[config.mk]
export PLATFORM = sky130hd
export DESIGN_NAME = regfile
export DESIGN_NICKNAME = d
export VERILOG_FILES = /design/src/rtl/regfile_pkg.sv /design/src/rtl/regfile_reg32.sv /design/src/rtl/regfile.sv
export SDC_FILE = /design/constraint.sdc
export NUM_CORES = 2
export LEC_CHECK = 0
export BUFFER_PORTS_ARGS = -buffer_cell sky130_fd_sc_hd__buf_2
export CORE_UTILIZATION = 47
export CTS_BUF_LIST = sky130_fd_sc_hd__clkbuf_16
export DETAILED_ROUTE_END_ITERATION = 8
export PLACE_DENSITY = 0.64
export SYNTH_ARGS = -nofsm -noshare
export SYNTH_HDL_FRONTEND = slang
export SYNTH_SLANG_ARGS = --single-unit
[constraint.sdc]
create_clock -name clock -period 50.2 [get_ports clock]
set_clock_uncertainty 0.1 [all_clocks]
set_input_delay 5.02 -clock clock [delete_from_list [all_inputs] [get_ports clock]]
set_output_delay 5.02 -clock clock [all_outputs]
set_load 0.03 [all_outputs]
[src/rtl/regfile_pkg.sv]
// Shared sizing constants and the write-enable decode for the 32x32 register file.
package regfile_pkg;

  localparam int REG_COUNT = 32;
  localparam int REG_WIDTH = 32;
  localparam int IDX_WIDTH = 5;
  localparam int ZERO_REG  = 0;

  typedef logic [REG_WIDTH-1:0] word_t;
  typedef logic [IDX_WIDTH-1:0] idx_t;

  // One-hot 5-to-32 write enable; register 0 is hardwired and never enabled.
  function automatic logic [REG_COUNT-1:0] decode_wr(input logic en, input idx_t idx);
    logic [REG_COUNT-1:0] oh;
    oh           = '0;
    oh[idx]      = en;
    oh[ZERO_REG] = 1'b0;
    return oh;
  endfunction

endpackage

[src/rtl/regfile_reg32.sv]
// Single 32-bit storage register with load enable and asynchronous active-high clear.
module reg32
  import regfile_pkg::*;
(
  input  logic                 clock,
  input  logic                 reset,
  input  logic                 en,
  input  logic [REG_WIDTH-1:0] d,
  output logic [REG_WIDTH-1:0] q
);

  logic [REG_WIDTH-1:0] data_d;
  logic [REG_WIDTH-1:0] data_q;

  always_comb begin
    data_d = data_q;
    if (en) begin
      data_d = d;
    end
  end

  always_ff @(posedge clock or posedge reset) begin
    if (reset) begin
      data_q <= '0;
    end else begin
      data_q <= data_d;
    end
  end

  assign q = data_q;

endmodule

[src/rtl/regfile.sv]
// 32x32 register file: one write port, two combinational read ports with
// write-through bypass so a value being written is visible before the edge.
module regfile
  import regfile_pkg::*;
(
  input  logic        clock,
  input  logic        reset,
  input  logic        ctrl_writeEnable,
  input  logic [4:0]  ctrl_writeReg,
  input  logic [31:0] data_writeReg,
  input  logic [4:0]  ctrl_readRegA,
  input  logic [4:0]  ctrl_readRegB,
  output logic [31:0] data_readRegA,
  output logic [31:0] data_readRegB
);

  logic [REG_COUNT-1:0] wr_en;
  logic [REG_WIDTH-1:0] reg_rd [REG_COUNT];
  logic [REG_WIDTH-1:0] rd_a_raw;
  logic [REG_WIDTH-1:0] rd_b_raw;
  logic                 wr_valid;
  logic                 hit_a;
  logic                 hit_b;

  assign wr_en = decode_wr(ctrl_writeEnable, ctrl_writeReg);

  assign reg_rd[ZERO_REG] = '0;

  for (genvar i = 1; i < REG_COUNT; i++) begin : g_reg
    reg32 u_reg (
      .clock (clock),
      .reset (reset),
      .en    (wr_en[i]),
      .d     (data_writeReg),
      .q     (reg_rd[i])
    );
  end

  always_comb begin
    rd_a_raw = reg_rd[ctrl_readRegA];
    rd_b_raw = reg_rd[ctrl_readRegB];
  end

  assign wr_valid = ctrl_writeEnable && (ctrl_writeReg != IDX_WIDTH'(ZERO_REG));
  assign hit_a    = wr_valid && (ctrl_readRegA == ctrl_writeReg);
  assign hit_b    = wr_valid && (ctrl_readRegB == ctrl_writeReg);

  // Reset forces both outputs to zero so a pending write cannot bypass through.
  always_comb begin
    data_readRegA = '0;
    data_readRegB = '0;
    if (!reset) begin
      data_readRegA = hit_a ? data_writeReg : rd_a_raw;
      data_readRegB = hit_b ? data_writeReg : rd_b_raw;
    end
  end

endmodule

==> summary.md <==
| Metric | Value |
|---|---|
| Outcome | finished, final reports clean |
| Register bit total from synthesis | 992 |
| Clock Path Buffers | 3 |
| Synth cell types | 55 |
| CTS tree | yes |
| Max-slew headroom | 16.0% |
| Pins Over Slew Limit | 0 |
| Layout cells sized above 1 | 52.5% |
| Setup Buffers After CTS | 0 |
| Crit path largest cell delay | 0.99 ns |
| WP buf/inv | 4 |
| Post-CTS Hold Buffers | 0 |
| Pwr/cell area | 39.9 nW/µm² |
| Vias | 35,000 |
| Worst Path Class, Setup | input port to primary output |
| Initial antenna violation count | 16 |
| Post-cts repair resize count | 0 |
| Global route overflow | 0 |
| I/O pins | 114 |
| H-tree Lvls | 3 |
| Filler cells | 9,744 |
| Slowest-stage cell, CP | a311oi_1 |
| CP arrival | 9.44 ns |
| Cell chain of the critical path | buf_8 > buf_4 > buf_4 > mux4_2 > nor2b_1 > nor3_1 > a221oi_1 > a311oi_1 > buf_2 |
| Maximum vdd drop | 0.0290 mV |
| Setup-failing EPs final | 0 |
| Tmin final | 14.56 ns |
| NumNets Final | 3,622 |
| Worst-Skew Late Latency | 0.69 ns |
| Min-delay worst type | flip-flop to flip-flop |
| DR iter-0 viols | 3,368 |
| GPL Wtd Cong | 0.835 |
| Vias per inst | 6.76 |
| Crit path max fanout | 70 |
| Pin slew with the least headroom to its limit | 1.25 ns |
| Post-synth top flop | dfrtp_1 |
| Die area | 117,000 µm² |
| Final core occ | 51.5% |
| Post-DP HPWL | 102,000 µm |
| CP top delay family | buffers and inverters |
| Number of flops mapped to enable cells by yosys | 0 |
| Register clock-pin slew on the reported worst setup and hold paths | 0.06 ns |
| Footprint of the multi-input gates | 27,300 µm² |
| Vias in the first global route | 35,700 |
| Post-Syn Instances | 3,668 |
| Area delta synth->final | 8.54% |
| Number of buffers created by CTS | 107 |
| Die Span Y | 341 µm |
| Syn Area/Cell | 14.8 µm² |
| Seq/Total Area, Yosys | 45.9% |
| Critical Path Most Common Cell | buf_4 |
| Total core area | 114,000 µm² |
| Row cnt | 124 |
| First-pass GRT wire length | 255,000 µm |
| CP required | 45.08 ns |
| Syn. warnings | 0 |
| Worst Setup Start Kind | input port |
| Wire per inst | 33.6 µm |
| Syn Std Cell Area | 54,100 µm² |
| Total leakage power | 25.3 nW |
| Area taken by flip-flops and latches | 24,800 µm² |
| Final hold violation count | 0 |
| Max FFs per register | 992 |
| RSZ-0062 raised after global routing | false |
| Drt drc | 0 |
| Period utilization | 29.0% |
| Critical path endpoint category | primary output |
| All-layer global routing usage | 30.1% |
| Initial DRT Pass Iterations | 8 |
| Final WL | 174,000 µm |
| Max Freq | 68.7 MHz |
| CTS sink count | 992 |
| Hold slack | 0.405 ns |
| Ys async rst share | 100% |
| Synthesized Nets | 3,718 |
| Port Buffers | 113 |
| Largest net degree at the start of global routing | 169 |
| Setup TNS | 0 ns |
| Post-route ant nets | 0 |
| Die outline width | 341 µm |
| Initial Utilization | 47.4% |
| Max cap viols | 0 |
| Root Buffer | clkbuf_16 |
-- cells in the mapped netlist, types with 21 or more instances --
cell type,number,area share (%)
mux2_2,1092,23
dfrtp_1,992,46
mux4_2,427,18
clkbuf_1,142,0.98
mux2i_1,126,2.3
buf_2,108,1.0
nor2_1,97,0.67
a221oi_1,83,1.3
buf_4,61,0.85
nor3_1,60,0.55
buf_1,53,0.37
nand2_1,48,0.33
o22ai_1,48,0.55
buf_6,33,0.69
a21oi_1,32,0.30
nor2b_1,32,0.37
a22oi_1,21,0.29
o21ai_0,21,0.19
-- per-layer routing --
| metal | global-route usage [%] | routed length, µm | part of all wire (%) | up-vias |
|---|---|---|---|---|
| met1 | 42.5 | 73000 | 42 | 19000 |
| li1 | - | - | - | 14000 |
| met5 | 0 | 89 | 0.051 | - |
| met3 | 7.76 | 15800 | 9.1 | 362 |
| met4 | 10.8 | 6720 | 3.9 | 14 |
| met2 | 45.1 | 77900 | 45 | 1570 |
-- logic make-up (layout without fill, tap and decap cells) --
family | after synthesis | count (layout) | synth area share, %
AND/OR/NAND/NOR | 303 | 303 | 2.73
XOR/XNOR | 10 | 10 | 0.162
AO/OA/AOI/OAI | 299 | 299 | 4.15
multiplexers | 1657 | 1657 | 43.1
flip-flops | 992 | 992 | 45.9
other | 0 | 4 | 0
buffers and inverters | 407 | 396 | 4.04
-- per-stage QoR --
stage	worst slack [ns]	cells	total power [mW]	area [µm²]
2_1_floorplan	15.62	3668	1.45	54100
3_3_place_gp	35.78	4975	1.56	55400
3_5_place_dp	35.78	4975	1.58	55400
4_1_cts	35.77	5169	2.36	58800
5_1_grt	35.43	5170	2.45	58800
6_report	35.64	5173	2.35	58800
-- final cells by class --
| cell class | count | share of cell area (%) |
|---|---|---|
| diodes | 4 | 0.0170 |
| clock buffers | 113 | 4.81 |
| clock inverters | 81 | 0.960 |
| inverters | 5 | 0.0447 |
| multi-input cells | 2269 | 46.5 |
| flip-flops and latches | 992 | 42.2 |
| well taps | 1512 | 3.22 |
| repair buffers | 197 | 2.24 |
-- cell usage in the layout, fill, tap and decap left out, drive strengths merged, types with 12 or more instances in the layout --
master  count
buf       197
o32ai      14
a22o       16
nand2      48
o22ai      48
a21oi      32
clkbuf    113
dfrtp     992
o22a       15
mux4      427
a311oi     19
a221oi     85
mux2     1104
clkinv     47
a31oi      12
o21ai      23
a22oi      21
nor3       60
nor2b      32
inv        27
mux2i     126
nor4       16
nor2      101
-- path summary, 6_finish.rpt --
path,startpoint,to,slack [ns],cells after the start
setup / recovery,ctrl_readRegB[0],data_readRegB[13],35.64,9
hold / removal,g_reg[12].u_reg.q[29],g_reg[12].u_reg.q[29],0.40,1
setup reg to reg,g_reg[5].u_reg.q[16],g_reg[5].u_reg.q[16],49.30,1
hold reg to reg,g_reg[12].u_reg.q[29],g_reg[12].u_reg.q[29],0.40,1
max in group asynchronous,reset,g_reg[27].u_reg.q[3],42.50,5
min in group asynchronous,reset,g_reg[24].u_reg.q[12],4.52,2
-- power by group --
group          switching [mW]  internal, mW  total (mW)
combinational           0.212         0.289       0.501
sequential              0.110         0.957        1.07
clock                   0.335         0.443       0.778
total                   0.656          1.69        2.35
(Power assumes the default switching activity.)
